`src/rtl/aes_ip_pkg.sv`:
```
// ---------------------------------------------------------------------------
// aes_ip_pkg : shared AES constants, FSM state type and GF(2^8) xtime
// Revision   : 1.0
// ---------------------------------------------------------------------------
`default_nettype none

package aes_ip_pkg;

  localparam int STATE_W = 128;
  localparam int COL_W   = 32;
  localparam int BYTE_W  = 8;

  localparam logic [BYTE_W-1:0] AES_POLY = 8'h1B;

  typedef enum logic [1:0] {
    IDLE = 2'd0,
    BUSY = 2'd1,
    DONE = 2'd2
  } mc_state_t;

  function automatic logic [BYTE_W-1:0] xtime(input logic [BYTE_W-1:0] b);
    return {b[BYTE_W-2:0], 1'b0} ^ (b[BYTE_W-1] ? AES_POLY : 8'h00);
  endfunction

endpackage

`default_nettype wire

```
`src/rtl/aes_mixcolumns_fwd_iter_if.sv`:
```
// ---------------------------------------------------------------------------
// aes_mixcolumns_fwd_iter_if : input/output handshakes of the MixColumns engine
// Optional port in_bypass under AES_MIXCOL_BYPASS_EN.  Revision: 1.0
// ---------------------------------------------------------------------------
`default_nettype none

interface aes_mixcolumns_fwd_iter_if;
  import aes_ip_pkg::*;

  logic               in_valid;
  logic               in_ready;
  logic [STATE_W-1:0] in_data;
`ifdef AES_MIXCOL_BYPASS_EN
  logic               in_bypass;
`endif
  logic               out_valid;
  logic               out_ready;
  logic [STATE_W-1:0] out_data;
  logic               busy;

  modport master (
    output in_valid,
    output in_data,
`ifdef AES_MIXCOL_BYPASS_EN
    output in_bypass,
`endif
    input  in_ready,
    input  out_valid,
    input  out_data,
    output out_ready,
    input  busy
  );

  modport slave (
    input  in_valid,
    input  in_data,
`ifdef AES_MIXCOL_BYPASS_EN
    input  in_bypass,
`endif
    output in_ready,
    output out_valid,
    output out_data,
    input  out_ready,
    output busy
  );

endinterface

`default_nettype wire

```
`src/rtl/aes_mixcol_column.sv`:
```
// ---------------------------------------------------------------------------
// aes_mixcol_column : combinational forward MixColumns on one 32-bit column
// Revision          : 1.0
// ---------------------------------------------------------------------------
`default_nettype none

module aes_mixcol_column
  import aes_ip_pkg::*;
(
  input  logic [COL_W-1:0] col_in,
  output logic [COL_W-1:0] col_out
);

  logic [BYTE_W-1:0] a0, a1, a2, a3;
  logic [BYTE_W-1:0] x0, x1, x2, x3;

  // Row 0 lives at the MSB end of the column
  assign a0 = col_in[31:24];
  assign a1 = col_in[23:16];
  assign a2 = col_in[15:8];
  assign a3 = col_in[7:0];

  assign x0 = xtime(a0);
  assign x1 = xtime(a1);
  assign x2 = xtime(a2);
  assign x3 = xtime(a3);

  assign col_out[31:24] = x0 ^ (x1 ^ a1) ^ a2 ^ a3;
  assign col_out[23:16] = a0 ^ x1 ^ (x2 ^ a2) ^ a3;
  assign col_out[15:8]  = a0 ^ a1 ^ x2 ^ (x3 ^ a3);
  assign col_out[7:0]   = (x0 ^ a0) ^ a1 ^ a2 ^ x3;

endmodule

`default_nettype wire

```
`src/rtl/aes_mixcolumns_fwd_iter.sv`:
```
// ---------------------------------------------------------------------------
// aes_mixcolumns_fwd_iter : iterative forward MixColumns, one column per cycle
// Optional final-round bypass under AES_MIXCOL_BYPASS_EN.  Revision: 1.0
// ---------------------------------------------------------------------------
`default_nettype none

module aes_mixcolumns_fwd_iter
  import aes_ip_pkg::*;
(
  input  logic                      clk,
  input  logic                      rst_n,
  aes_mixcolumns_fwd_iter_if.slave  bus
);

  mc_state_t          state, state_nxt;
  logic [1:0]         cnt;
  logic [STATE_W-1:0] state_buf;
  logic [COL_W-1:0]   col_in, col_out;
  logic [6:0]         col_lsb;
  logic               accept;
  logic               skip_mix;

  assign accept = bus.in_valid && (state == IDLE);

`ifdef AES_MIXCOL_BYPASS_EN
  assign skip_mix = bus.in_bypass;
`else
  assign skip_mix = 1'b0;
`endif

  // Column c occupies bits [127-32c -: 32]; its LSB is 32*(3-c)
  assign col_lsb = {~cnt, 5'd0};
  assign col_in  = state_buf[col_lsb +: COL_W];

  aes_mixcol_column u_column (
    .col_in  (col_in),
    .col_out (col_out)
  );

  always_ff @(posedge clk or negedge rst_n) begin
    if (!rst_n) begin
      state <= IDLE;
    end else begin
      state <= state_nxt;
    end
  end

  always_comb begin
    state_nxt     = state;
    bus.in_ready  = 1'b0;
    bus.out_valid = 1'b0;
    bus.out_data  = '0;
    bus.busy      = 1'b0;
    case (state)
      IDLE: begin
        bus.in_ready = 1'b1;
        if (bus.in_valid) begin
          state_nxt = skip_mix ? DONE : BUSY;
        end
      end
      BUSY: begin
        bus.busy = 1'b1;
        if (cnt == 2'd3) begin
          state_nxt = DONE;
        end
      end
      DONE: begin
        bus.busy      = 1'b1;
        bus.out_valid = 1'b1;
        bus.out_data  = state_buf;
        if (bus.out_ready) begin
          state_nxt = IDLE;
        end
      end
      default: state_nxt = IDLE;
    endcase
  end

  // cnt saturates at 3 inside BUSY; only a fresh load returns it to 0
  always_ff @(posedge clk or negedge rst_n) begin
    if (!rst_n) begin
      cnt       <= 2'd0;
      state_buf <= '0;
    end else if (accept) begin
      cnt       <= 2'd0;
      state_buf <= bus.in_data;
    end else if (state == BUSY) begin
      state_buf[col_lsb +: COL_W] <= col_out;
      if (cnt != 2'd3) begin
        cnt <= cnt + 2'd1;
      end
    end
  end

endmodule

`default_nettype wire
```
`src/flat_wrapper.sv`:
```
// flat-port wrapper written by rule: the top's interface ports become plain ports
module aes_mixcolumns_fwd_iter_flat import aes_ip_pkg::*;
  (clk, rst_n, bus_in_valid, bus_in_data, bus_in_ready, bus_out_valid, bus_out_data, bus_out_ready, bus_busy);
  aes_mixcolumns_fwd_iter_if bus_i ();
  input  logic clk;
  input  logic rst_n;
  input wire logic [$bits(bus_i.in_valid)-1:0] bus_in_valid;
  input wire logic [$bits(bus_i.in_data)-1:0] bus_in_data;
  output wire logic [$bits(bus_i.in_ready)-1:0] bus_in_ready;
  output wire logic [$bits(bus_i.out_valid)-1:0] bus_out_valid;
  output wire logic [$bits(bus_i.out_data)-1:0] bus_out_data;
  input wire logic [$bits(bus_i.out_ready)-1:0] bus_out_ready;
  output wire logic [$bits(bus_i.busy)-1:0] bus_busy;
  assign bus_i.in_valid = bus_in_valid;
  assign bus_i.in_data = bus_in_data;
  assign bus_in_ready = bus_i.in_ready;
  assign bus_out_valid = bus_i.out_valid;
  assign bus_out_data = bus_i.out_data;
  assign bus_i.out_ready = bus_out_ready;
  assign bus_busy = bus_i.busy;
  aes_mixcolumns_fwd_iter u_core (.clk(clk), .rst_n(rst_n), .bus(bus_i));
endmodule
```
`config.mk`:
```
export PLATFORM = sky130hd
export DESIGN_NAME = aes_mixcolumns_fwd_iter_flat
export DESIGN_NICKNAME = d
export VERILOG_FILES = /design/src/rtl/aes_ip_pkg.sv /design/src/rtl/aes_mixcolumns_fwd_iter_if.sv /design/src/rtl/aes_mixcol_column.sv /design/src/rtl/aes_mixcolumns_fwd_iter.sv /design/src/flat_wrapper.sv
export SDC_FILE = /design/constraint.sdc
export NUM_CORES = 1
export LEC_CHECK = 0
export ABC_AREA = 1
export BUFFER_PORTS_ARGS = -buffer_cell sky130_fd_sc_hd__buf_2
export CAP_MARGIN = 20
export CORE_UTILIZATION = 35
export CTS_CLUSTER_SIZE = 40
export DETAILED_ROUTE_END_ITERATION = 8
export GPL_TIMING_DRIVEN = 0
export PLACE_DENSITY = 0.54
export SLEW_MARGIN = 15
export SYNTH_ARGS = -nofsm -noshare
export SYNTH_HDL_FRONTEND = slang
export SYNTH_SLANG_ARGS = --single-unit
```
`constraint.sdc`:
```
create_clock -name clk -period 8.2 [get_ports clk]
set_input_delay 1.64 -clock clk [delete_from_list [all_inputs] [get_ports clk]]
set_output_delay 1.64 -clock clk [all_outputs]
set_load 0.02 [all_outputs]
```
==> flow_summary.toml <==
[detailed_routing]
vias = 13500
wl_per_cell_um = 22.1
dr.first_iter.drc_count = 1713
drt_pass1_iterations = 6
via_per_inst = 5.30
routed_wl_um = 56200
final_antenna_net_count = 0
drc_errors = 0

[sta]
fin_tns_setup_ns = 0
layout_min_cycle_time_ns = 4.52
rsz0062_at_grt = "false"
hold_viol = 0
worst_slew_pin_slew_ns = 0.994
period_share_pct = 55.1
max_slew_margin_pct = 33.7
finalSetupViolCount = 0
clock.fmax_mhz = 221
fin_skew_ns = 0.0124
maxSlewViolCount = 0

[grt]
grt_overflow = 0
grt_pass1_wl_um = 80700
grt_max_degree = 68
grt_usage_pct = 35.9
antenna_found_initial = 0
grt_pass1_vias = 12200

[place]
port_buffers = 262
place_hpwl_um = 44800
place_area_sq_um = 12700
routabilityCongestion = 0.994

[worst_setup_path]
cp_max_fo = 10
critPathKind = "flip-flop to primary output"
reg2reg_depth = 13
crit_top_cell = "inv_1"
start_kind = "flip-flop"
rrSetupSlack_ns = 4.13
cp_num_buf_inv = 5
startpoint = "u_core.state[0]$_DFFE_PN0P_"
cpPeakStageDelay_ns = 0.72
crit_family = "buffers and inverters"
critical_path_arrival_ns = 2.88
cp.required_ns = 6.56
end_kind = "primary output"
r2r-start = "u_core.cnt[0]$_DFFE_PN0P_"
crit_end = "bus_out_data[120]"
crit_path_cell_trace = "inv_1 -> ha_1 -> clkbuf_1 -> buf_1 -> nand2_1 -> inv_1 -> buf_2"
cp.depth = 7
critPathSlowestCell = "clkbuf_1"
reg2reg_to = "u_core.state_buf[62]$_DFFE_PN0P_"

[final_layout]
fin_area_sq_um = 13300
n_fill_cell = 3417
mostFrequentLayoutCells = "nand2_1, buf_2, inv_1"
drive_above_1_share_pct = 17.6
utilization_pct = 43.6
nets = 2273
register_area_sq_um = 3300
area.growth.synth_to_final_pct = 22.8
n_antenna_cell = 0
final_common_cell = "nand2_1"
multi_input_area_sq_um = 6160

[clock_tree]
cts_tree = "built"
postCtsSetupRepairBufs = 0
clockRootBuffer = "clkbuf_16"
clk_latency_ns = 0.44
clock-sinks = 132
cts_buffers = 17
ctsHoldBuffers = 0
path_clk_slew_ns = 0.06
cts_resized = 0
cts_buffer_depth = 2
htree_levels = 4

[synth]
yosys-top-cells-area = "nand2_1, dfrtp_1, nand3_1"
yosysUniqueCellTypes = 31
yosys_warnings = 0
synth_top_area_cell = "nand2_1"
mappedNetlistArea_sq_um = 10800
seq_area_frac_synth_pct = 30.5
synth_top_area_share_pct = 34.3
synth_cells = 1852
ys_seq_elements = 132
synthesis.nets = 1991
syn_area_per_cell_sq_um = 5.85

[floorplan]
row_count = 64
die_x_um = 178
dieArea_sq_um = 31700
start_util_pct = 35.5
core_sq_um = 30500
ioPinCount = 263
chipHeight_um = 178

[outcome]
status = "finished clean"

[flow_run]
cap_violations = 0

[hold_path]
hold_class = "flip-flop to flip-flop"
-- Yosys cell counts --
cell and n:
nand4_1 43, buf_6 9, nand3_1 211, clkbuf_1 39
clkinv_1 2, ha_1 7, o211ai_1 12, nor3_1 1
inv_1 222, nand3b_1 4, a32o_1 1, inv_2 15
buf_4 7, nand2_2 22, nand2_1 991, nand3_2 1
xnor2_2 1, o221ai_1 1, dfrtp_1 132, buf_2 22
buf_1 16, xnor2_1 9, nor2_1 9, nor2_4 1
inv_4 1, a22o_1 50, a21oi_1 1, o21bai_1 7
nor2_2 4, nor4_4 1, o21ai_0 10
-- worst min path at each step --
| stage | cells past startpoint | endpoint | from | slack, ns |
|---|---|---|---|---|
| after floorplan | 2 | u_core.state[1]$_DFFE_PN0P_ | u_core.state[1]$_DFFE_PN0P_ | 0.48 |
| after global placement | 2 | u_core.state[0]$_DFFE_PN0P_ | u_core.state[0]$_DFFE_PN0P_ | 0.50 |
| after detailed placement | 2 | u_core.state_buf[122]$_DFFE_PN0P_ | u_core.state_buf[122]$_DFFE_PN0P_ | 0.51 |
| after CTS | 2 | u_core.state_buf[122]$_DFFE_PN0P_ | u_core.state_buf[122]$_DFFE_PN0P_ | 0.52 |
| after global routing | 2 | u_core.state[0]$_DFFE_PN0P_ | u_core.state[0]$_DFFE_PN0P_ | 0.55 |
| final | 2 | u_core.state_buf[122]$_DFFE_PN0P_ | u_core.state_buf[122]$_DFFE_PN0P_ | 0.53 |
-- worst reg2reg max path, cell delays in order (launching register included) --
cell and delay, ns:
dfrtp_1 0.46, inv_2 0.11, buf_6 0.17, buf_6 0.20, clkbuf_1 0.54, buf_1 0.61, ha_1 0.26, nand2_1 0.06
nand2_1 0.26, clkinv_1 0.44, clkbuf_1 0.44, a32o_1 0.32, inv_1 0.05, nand2_1 0.04
-- metrics by stage --
stage	setup WS, ns	hold WS (ns)	cells
3_5_place_dp	4.16	0.508	2511
5_1_grt	3.54	0.554	2543
4_1_cts	3.70	0.524	2543
6_report	3.68	0.529	2543
2_1_floorplan	5.00	0.478	1852
3_3_place_gp	3.35	0.503	2510
-- area by class of cell --
class                           instances  share of cell area, %
Tap cell                              396                   3.72
Sequential cell                       132                   24.8
Clock inverter                         13                   1.48
Clock buffer                           19                   3.25
Multi-Input combinational cell       1387                   46.3
Inverter                              240                   6.79
Timing Repair Buffer                  263                   10.1
Buffer                                 93                   3.54
-- routing by layer --
layer / part of all wire, % / up-vias / global-route usage (%)
met5: 0 / - / 0
met3: 9.4 / 88 / 5.18
met1: 43 / 6319 / 51.0
li1: - / 6314 / -
met4: 3.2 / 0 / 12.5
met2: 44 / 749 / 54.9
-- registers in the layout, summed over array words and instances (netlist names) --
signal,flops
u_core.cnt,2
u_core.state,2
u_core.state_buf,128
-- kinds of logic after synthesis --
family          after synthesis  share of synthesized area (%)
flops                       132                           30.5
fa+ha+maj                     7                          0.808
xor+xnor                     10                          0.878
buf+inv                     333                           12.7
compound gates               82                           6.04
simple gates               1288                           49.1
Power is not shown: default switching activity piles up to over one toggle a cycle in this logic, so the estimate is an artifact.
